===== src/rtl/instr_fetcher.sv =====
// Instruction-fetch stage feeding the branch predictor.
//
// Holds the fetch PC, looks it up in a direct-mapped one-word-per-line
// instruction cache and, on a miss, reads one word through the memory
// controller handshake. Each instruction is handed to the predictor with a
// one-cycle if_success pulse; the stage then waits for the predicted next PC.
// A ROB misprediction (jump_wrong) redirects fetch to rob_jump_pc.
//
// Ports:
//   clk, rst                       clock (rising edge), async active-low reset
//   rdy                            global ready; all state frozen while low
//   jump_wrong, rob_jump_pc        misprediction flush and corrected PC
//   predictor_enable_if            predictor next PC valid
//   predictor_stall_if             predictor waiting on a JALR target
//   predict_jump_pc                predicted next fetch PC
//   iq_full                        instruction queue full; no new fetch starts
//   if_success                     one-cycle pulse: instruction delivered
//   if_instr_pc_itself             PC of the delivered instruction
//   if_instr_to_ask_for_prediction delivered instruction word
//   mem_fetch_req, mem_fetch_addr  memory read request (held until done)
//   mem_fetch_done, mem_fetch_instr memory response pulse and data
module instr_fetcher #(
    parameter int unsigned ICACHE_IDX_W = 6,
    parameter logic [31:0] RESET_PC     = 32'h0
) (
    input  logic        clk,
    input  logic        rst,
    input  logic        rdy,
    input  logic        jump_wrong,
    input  logic [31:0] rob_jump_pc,
    input  logic        predictor_enable_if,
    input  logic        predictor_stall_if,
    input  logic [31:0] predict_jump_pc,
    input  logic        iq_full,
    output logic        if_success,
    output logic [31:0] if_instr_pc_itself,
    output logic [31:0] if_instr_to_ask_for_prediction,
    output logic        mem_fetch_req,
    output logic [31:0] mem_fetch_addr,
    input  logic        mem_fetch_done,
    input  logic [31:0] mem_fetch_instr
);

    localparam int unsigned Lines = 1 << ICACHE_IDX_W;
    localparam int unsigned TagW  = 32 - ICACHE_IDX_W - 2;

    typedef enum logic [1:0] {StFetch, StWaitMem, StWaitPred, StDrain} state_e;

    state_e      state_q, state_d;
    logic [31:0] pc_q, pc_d;
    logic        req_q, req_d;
    logic [31:0] addr_q, addr_d;
    logic        succ_q, succ_d;
    logic [31:0] out_pc_q, out_pc_d;
    logic [31:0] out_instr_q, out_instr_d;

    logic [Lines-1:0] valid_q;
    logic [TagW-1:0]  tag_q  [Lines];
    logic [31:0]      data_q [Lines];

    logic [ICACHE_IDX_W-1:0] look_idx, fill_idx;
    logic [TagW-1:0]         look_tag, fill_tag;
    logic                    hit;
    logic                    fill_en;

    // Lookup uses the current PC; fills use the address of the outstanding
    // request, which differs from the PC after a flush into StDrain.
    assign look_idx = pc_q[ICACHE_IDX_W+1:2];
    assign look_tag = pc_q[31:ICACHE_IDX_W+2];
    assign fill_idx = addr_q[ICACHE_IDX_W+1:2];
    assign fill_tag = addr_q[31:ICACHE_IDX_W+2];
    assign hit      = valid_q[look_idx] && (tag_q[look_idx] == look_tag);

    always_comb begin
        state_d     = state_q;
        pc_d        = pc_q;
        req_d       = req_q;
        addr_d      = addr_q;
        succ_d      = 1'b0;
        out_pc_d    = out_pc_q;
        out_instr_d = out_instr_q;
        fill_en     = 1'b0;

        unique case (state_q)
            StFetch: begin
                if (!iq_full) begin
                    if (hit) begin
                        succ_d      = 1'b1;
                        out_pc_d    = pc_q;
                        out_instr_d = data_q[look_idx];
                        state_d     = StWaitPred;
                    end else begin
                        req_d   = 1'b1;
                        addr_d  = pc_q;
                        state_d = StWaitMem;
                    end
                end
            end
            StWaitMem: begin
                if (mem_fetch_done) begin
                    fill_en     = 1'b1;
                    req_d       = 1'b0;
                    succ_d      = 1'b1;
                    out_pc_d    = pc_q;
                    out_instr_d = mem_fetch_instr;
                    state_d     = StWaitPred;
                end
            end
            StWaitPred: begin
                // A pending JALR holds fetch even if enable is already high.
                if (predictor_enable_if && !predictor_stall_if) begin
                    pc_d    = predict_jump_pc & ~32'h3;
                    state_d = StFetch;
                end
            end
            StDrain: begin
                if (mem_fetch_done) begin
                    fill_en = 1'b1;
                    req_d   = 1'b0;
                    state_d = StFetch;
                end
            end
        endcase

        // Flush overrides everything except the cache fill of a completing read.
        if (jump_wrong) begin
            pc_d        = rob_jump_pc & ~32'h3;
            succ_d      = 1'b0;
            out_pc_d    = out_pc_q;
            out_instr_d = out_instr_q;
            addr_d      = addr_q;
            if (req_q && !mem_fetch_done) begin
                req_d   = 1'b1;
                state_d = StDrain;
            end else begin
                req_d   = 1'b0;
                state_d = StFetch;
            end
        end
    end

    always_ff @(posedge clk or negedge rst) begin
        if (!rst) begin
            state_q     <= StFetch;
            pc_q        <= RESET_PC;
            req_q       <= 1'b0;
            addr_q      <= 32'h0;
            succ_q      <= 1'b0;
            out_pc_q    <= 32'h0;
            out_instr_q <= 32'h0;
            valid_q     <= '0;
        end else if (rdy) begin
            state_q     <= state_d;
            pc_q        <= pc_d;
            req_q       <= req_d;
            addr_q      <= addr_d;
            succ_q      <= succ_d;
            out_pc_q    <= out_pc_d;
            out_instr_q <= out_instr_d;
            if (fill_en) begin
                valid_q[fill_idx] <= 1'b1;
            end
        end
    end

    // Tag and data arrays need no reset; valid bits gate their use.
    always_ff @(posedge clk) begin
        if (rdy && fill_en) begin
            tag_q[fill_idx]  <= fill_tag;
            data_q[fill_idx] <= mem_fetch_instr;
        end
    end

    assign if_success                     = succ_q;
    assign if_instr_pc_itself             = out_pc_q;
    assign if_instr_to_ask_for_prediction = out_instr_q;
    assign mem_fetch_req                  = req_q;
    assign mem_fetch_addr                 = addr_q;

endmodule


===== config.mk =====
export PLATFORM = sky130hd
export DESIGN_NAME = instr_fetcher
export DESIGN_NICKNAME = d
export VERILOG_FILES = /design/src/rtl/instr_fetcher.sv
export SDC_FILE = /design/constraint.sdc
export NUM_CORES = 2
export LEC_CHECK = 0
export BUFFER_PORTS_ARGS = -buffer_cell sky130_fd_sc_hd__buf_2
export CELL_PAD_IN_SITES_DETAIL_PLACEMENT = 1
export CELL_PAD_IN_SITES_GLOBAL_PLACEMENT = 1
export CORE_ASPECT_RATIO = 1.2
export CORE_MARGIN = 4
export CORE_UTILIZATION = 36
export CTS_BUF_LIST = sky130_fd_sc_hd__clkbuf_4 sky130_fd_sc_hd__clkbuf_8 sky130_fd_sc_hd__clkbuf_16
export DETAILED_ROUTE_END_ITERATION = 8
export PLACE_DENSITY = 0.57
export SLEW_MARGIN = 40
export SYNTH_ARGS = -nofsm -noshare
export SYNTH_HDL_FRONTEND = slang
export SYNTH_SLANG_ARGS = --single-unit

===== constraint.sdc =====
create_clock -name clk -period 5 [get_ports clk]
set_input_delay 0.25 -clock clk [delete_from_list [all_inputs] [get_ports clk]]
set_output_delay 0.25 -clock clk [all_outputs]
set_load 0.005 [all_outputs]

Word level (Yosys, flattened, before mapping)

Memory sizes are Yosys's and may differ from the RTL's.
Cells that the tools add are included.

Shifts and indexed selects: 0
Magnitude comparators: 3
Div/mod/pow operators: 0
Eq/ne operators: 13
Reductions and logical operators: 19
Muxes and demuxes: 37
Add/sub/neg operators: 0
Bitwise operators: 4
$mul: 0

Operators with widths:

| operator                                                    | count |
|---|---|
| 2-to-1 mux 32 bit                                           | 9 |
| one-hot mux 32 bit (2 select lines)                         | 2 |
| OR 64 bit                                                   | 1 |
| == test 24 bit                                              | 1 |
| != test 3 bit (second input constant)                       | 5 |
| AND reduction 5 bit                                         | 3 |
| less-than comparator 6 x 7 -> 1 bit (second input constant) | 2 |
| 2-to-1 mux 1 bit                                            | 14 |
| 2-to-1 mux 2 bit                                            | 7 |
| one-hot mux 2 bit (4 select lines)                          | 1 |
| binary-select mux 1 bit (select 6 bit)                      | 1 |
| demux 1 bit (select 6 bit)                                  | 1 |
| >= comparator 6 x 1 -> 1 bit (second input constant)        | 1 |
| != test 2 bit (second input constant)                       | 3 |
| AND reduction 6 bit                                         | 1 |
| nonzero test 2 bit                                          | 3 |
| logical AND 1 bit                                           | 5 |
| == test 2 bit (second input constant)                       | 2 |
| one-hot mux 1 bit (2 select lines)                          | 2 |
| != test 3 x 1 -> 1 bit (second input constant)              | 1 |
| inverter 1 bit                                              | 3 |
| AND reduction 3 bit                                         | 1 |
| nonzero test 3 bit                                          | 1 |
| == test 2 x 1 -> 1 bit (second input constant)              | 1 |
| 4 further kinds                                             | 5 |

Memory bits (writable): 3584
Word-level logic and storage cells: 86
Input port bits: 104
Memories kept: 2
Memory bits (read-only): 0
Register bits: 196
Latch bits: 0
Output and inout port bits: 98

Memory list:

| name   | words | bits a word | rd ports | clocked after Yosys merged registers in | write ports | line | RTL |
|---|---|---|---|---|---|---|---|
| data_q | 64    | 32          | 1        | 0                                       | 1           | 59   | `logic [31:0] data_q [Lines];` |
| tag_q  | 64    | 24          | 1        | 0                                       | 1           | 58   | `logic [TagW-1:0] tag_q [Lines];` |

Longest topological paths before layout

Depth after elaboration: 7
Mapped depth: 19

Worst setup path before layout

OpenSTA, ideal clock, no wires.

Kind: reg2reg
Start point: reg addr_q[5] (netlist: mem_fetch_addr[5])
End point: mem data_q[10][0] (enable)
Clock period less this slack: 4033 ps
Stages on the path, launching flop included: 5
Path slack: 967 ps
Path buffers: 2
Arrival: 3562 ps
Cells stage by stage: dfrtp_1 clkbuf_1 or3b_2 clkbuf_1 nor2_1

RTL lines:

| element                | line | RTL |
|---|---|---|
| from (decl)            | 52   | `logic [31:0] addr_q, addr_d;` |
| from (signal assigned) | 156  | `addr_q <= addr_d;` |
| to (decl)              | 59   |  |

Straight into the memory's write port.

Worst setup path after layout

Start point: reg pc_q[2]
End point: reg out_instr_q[4] (netlist: if_instr_to_ask_for_prediction[4])

Word-level cells in the longest chain between the ends: 5

Ends and longest elaborated chain:

| element                                                                        | line | RTL |
|---|---|---|
| from (decl)                                                                    | 50   | `logic [31:0] pc_q, pc_d;` |
| from (signal assigned)                                                         | 154  | `pc_q <= pc_d;` |
| memory (64 x 24 bit) or binary-select mux 1 bit (select 6 bit) (tied branches) | n/a  |  |
| == test 24 bit or 2-to-1 mux 1 bit (tied branches)                             | 72   | `assign hit = valid_q[look_idx] && (tag_q[look_idx] == look_tag);` |
| logical AND 1 bit                                                              | 72   |  |
| != test 2 bit (no line)                                                        | n/a  |  |
| AND reduction 6 bit (no line)                                                  | n/a  |  |
| to (signal assigned)                                                           | 159  | `out_instr_q <= out_instr_d;` |
| to (decl)                                                                      | 55   | `logic [31:0] out_instr_q, out_instr_d;` |

Parallel ways exist; a longest one is shown, timed or not. The select of a mux whose other input is x is not followed.
A chain may end at the register's enable or synchronous reset.

==> key figures <==
Yosys
  – Synth cell types: 73
  – Share of Yosys cell area claimed by the top area cell type: 73.8%
  – Main synth FF type: edfxtp_1
  – Post-Syn Area per Cell: 22.8 um2
  – Synth Cell Area: 146,000 um2
  – Synth area leader: edfxtp_1
  – EDFF count, synth: 3,584
  – Yosys warns: 0
  – Mapped Cells: 6,404
  – Sequential element share of the synthesized area: 77.0%
  – Register bit total from synthesis: 3,774
  – Synth top area cells: edfxtp_1, mux4_2, dfrtp_1
  – FFs w/ async S/R, synth: 5.03%

Global route
  – GR Overflow Total: 0
  – GR Util met2: 38.3%
  – Vias in the first global route: 77,693
  – Largest net degree at the start of global routing: 101
  – GRT Util Overall: 23.0%
  – First-pass GRT wire length: 664 mm
  – Most used routing layer: met2
  – Met3 Resource Use GR: 4.01%
  – GRT met1 Usage: 31.1%
  – Initial antenna violation count: 24

Setup path
  – Reg2reg setup slack: 90 ps
  – Reg2reg end: if_instr_to_ask_for_prediction[4]$_DFFE_PN0P_
  – CP Max Fanout: 28
  – RR Startpoint: pc_q[2]$_DFFE_PN0P_
  – Worst setup path start: pc_q[2]$_DFFE_PN0P_
  – Reg2Reg Depth: 16
  – Required time worst endpoint: 5840 ps
  – CP Capture Type: flip-flop
  – CP arrival: 5760 ps
  – Crit Path Category: reg2reg
  – Setup crit start kind: flip-flop

Worst hold path
  – Worst hold start: jump_wrong
  – WHS Endpoint: mem_fetch_req$_DFFE_PN0P_
  – Worst hold stages: 4
  – HP Class: in2reg

Power
  – Total Power: 81.1 mW
  – Comb pwr share: 15.2%
  – PD cells: 471 nW/um2
  – Psw: 21.4 mW
  – Clock Power Share: 37.1%
  – Int Pwr: 59.7 mW
  – Switching portion of total power: 26.4%
  – Sequential power share: 47.7%
  – Static Leak: 55.1 nW
  – Worst VDD drop: 0.299 mV

Placed design
  – Placement-stage cell area: 158,000 um2
  – Gpl congestion: 0.810
  – PortBufs: 193
  – Final HPWL DP: 272 mm

Routing
  – First-pass detailed-route iteration total: 5
  – Remaining antenna violation count: 0
  – DRC: 0
  – Routed WL per cell: 37.5 um
  – Final wirelength: 485 mm
  – Routed vias/inst: 5.77
  – DR iter-0 viols: 9,638
  – DR vias: 74,614

Flow run
  – Max cap viols: 0

Clocking
  – Root Driver: clkbuf_16
  – Cts bufs inserted: 382
  – Clock Path Buffers: 4
  – Clock transition at path regs: 70 ps
  – # clock sinks: 3,774
  – CTS tree: yes
  – H-tree levels: 5
  – Skew-Pair Late Insertion Delay: 1000 ps

STA
  – Clock skew: 85.7 ps
  – Tightest Pin Transition: 951 ps
  – Final hold slack: 63.9 ps
  – Final worst-path cycle share: 98.3%
  – Final min period: 4910 ps
  – Max Freq: 204 MHz
  – Fin. max-slew vios: 0
  – Fin Setup TNS: 0 ps
  – Unrepaired setup endpoints after global routing: false
  – Slew margin rel.: 35.9%
  – Hold Vio Cnt, Final: 0
  – Final setup fails: 0

Floorplan
  – Core Region: 403,000 um2
  – Die width: 589 um
  – Initial Utilization: 36.2%
  – Die Area: 416,000 um2
  – Die Height: 705 um
  – Placement Rows: 255
  – I/O pin cnt: 202

Final layout
  – Area delta synth->final: 17.9%
  – NumNets Final: 7,312
  – Layout cells sized above 1: 34.2%
  – Final instance area: 172,000 um2

Status
  – Outcome: completed
-- synth_stat cells, types with 6 or more instances --
library cell,instances
edfxtp_1,3584
mux4_2,1018
mux2i_1,223
dfrtp_1,190
nand2_1,135
nor2_1,124
buf_2,123
clkbuf_1,99
a22oi_1,82
or2_2,69
buf_4,63
nor3_1,49
o21ai_0,47
mux2_2,45
buf_1,44
o22ai_1,42
nand3_1,41
a211oi_1,38
nor4_1,36
a21oi_1,31
inv_1,28
mux2_1,28
nor2b_1,24
buf_6,23
or4_1,23
nand2b_1,13
a31oi_1,12
xor2_1,12
and2_1,11
a211o_1,10
nand4_1,10
nand3b_1,9
or3_1,9
xnor2_1,7
a22o_1,6
a32oi_1,6
and3_1,6
o211ai_1,6
-- worst max-delay path: stages (launching register included) --
cell	delay (ps)
dfrtp_4	570
buf_12	300
buf_4	240
mux4_2	500
nand2_1	80
o211ai_1	80
o211ai_1	400
mux2i_1	290
buf_4	190
o211ai_1	220
nor3_2	380
buf_4	200
and3_1	220
buf_12	190
buf_12	150
a211oi_1	90
or4_1	580
-- state kept, by name, indices dropped and copies added, names as in the netlist, 2 cells and up --
signal and flops:
data_q 2048, tag_q 1536, valid_q 64, if_instr_to_ask_for_prediction 32
if_instr_pc_itself 30, mem_fetch_addr 30, pc_q 30, state_q 2
-- kinds of logic (layout without fill, tap and decap cells) --
logic type / Yosys count / count (layout) / synth area share, %
DFF: 3774 / 3774 / 77.0
muxes: 1314 / 1314 / 17.8
xor gates and xnor gates: 19 / 19 / 0.114
buffers and inverters: 387 / 1517 / 1.43
other: 1 / 10 / 0.00257
and+or+nand+nor: 589 / 589 / 2.09
AOI/OAI and AO/OA: 320 / 320 / 1.52
-- worst max-delay path by stage --
stage                                                     to  cells after the start
6_report       if_instr_to_ask_for_prediction[4]$_DFFE_PN0P_                     16
5_1_grt        if_instr_to_ask_for_prediction[4]$_DFFE_PN0P_                     16
4_1_cts        if_instr_to_ask_for_prediction[4]$_DFFE_PN0P_                     16
3_5_place_dp                       mem_fetch_req$_DFFE_PN0P_                     17
3_3_place_gp                       mem_fetch_req$_DFFE_PN0P_                     17
2_1_floorplan                        data_q[10][0]$_DFFE_PP_                      4
-- layout by cell type, fill, tap and decap left out, types with 12 or more instances in the layout --
master         synthesis  final
clkinvlp_4             0     22
mux2_2                45     45
clkbuf_4               0     86
dfrtp_1              190    160
or2_2                 69     69
buf_4                 63    333
a21oi_1               31     30
or4_1                 23     23
buf_2                123    183
clkinv_2               0     59
buf_12                 4    139
o21ai_0               47     47
o22ai_1               42     42
nor4_1                36     36
clkbuf_8               0     15
mux2i_1              223    221
mux4_2              1018   1018
inv_6                  0     13
dfrtp_4                0     19
bufinv_16              0     50
nor2_4                 0     64
nor2b_1               24     24
a211oi_1              38     38
nand2_1              135    135
nor3_1                49     47
nor2_1               124     59
edfxtp_1            3584   3584
dlygate4sd3_1          0    106
clkinv_1               1     61
mux2_1                28     28
a22oi_1               82     82
inv_1                 28     27
nand3_1               41     39
xor2_1                12     12
clkbuf_16              0    385
-- timing repair --
action,CTS,global route
pin swaps,0,1
cloned,0,0
gates resized for setup,3,6
buffers inserted,1,0
hold buffers,107,0
endpoints found under the setup margin,44,37
endpoints found under the hold margin,2198,0
-- per-stage QoR --
stage	std cells	utilization (%)	setup WS, ps
after global routing	12935	42.7	15.7
after CTS	12932	42.7	43.5
after floorplan	6407	-	967
after detailed placement	12111	39.1	-155
after global placement	12107	39.1	-128
final	12940	42.7	86.5
-- cell type report --
| class | count | area, um2 |
|---|---|---|
| fillers | 37313 | 231000 |
| inverters | 30 | 123 |
| repair buffers | 774 | 7470 |
| multi-input cells | 2246 | 32000 |
| clock buffers | 486 | 10500 |
| clock inverters | 227 | 2680 |
| diodes | 6 | 15.0 |
| flip-flops and latches | 3774 | 112000 |
| well taps | 5397 | 6750 |
-- power by group through the flow --
stage / sequential [mW] / clock [mW] / combinational, mW
2_1_floorplan: 38.9 / 0 / 6.61
3_3_place_gp: 39.2 / 0 / 12.0
3_5_place_dp: 39.4 / 0 / 12.3
4_1_cts: 38.7 / 30.6 / 12.4
5_1_grt: 38.8 / 32.0 / 12.9
6_report: 38.7 / 30.1 / 12.3
-- per-layer routing --
metal | up-vias | wire length, um
met3 | 740 | 36900
met1 | 41659 | 193000
met2 | 3362 | 239000
met5 | - | 40
li1 | 28847 | -
met4 | 6 | 16400
Note: power is estimated with default switching activity, not from simulation.
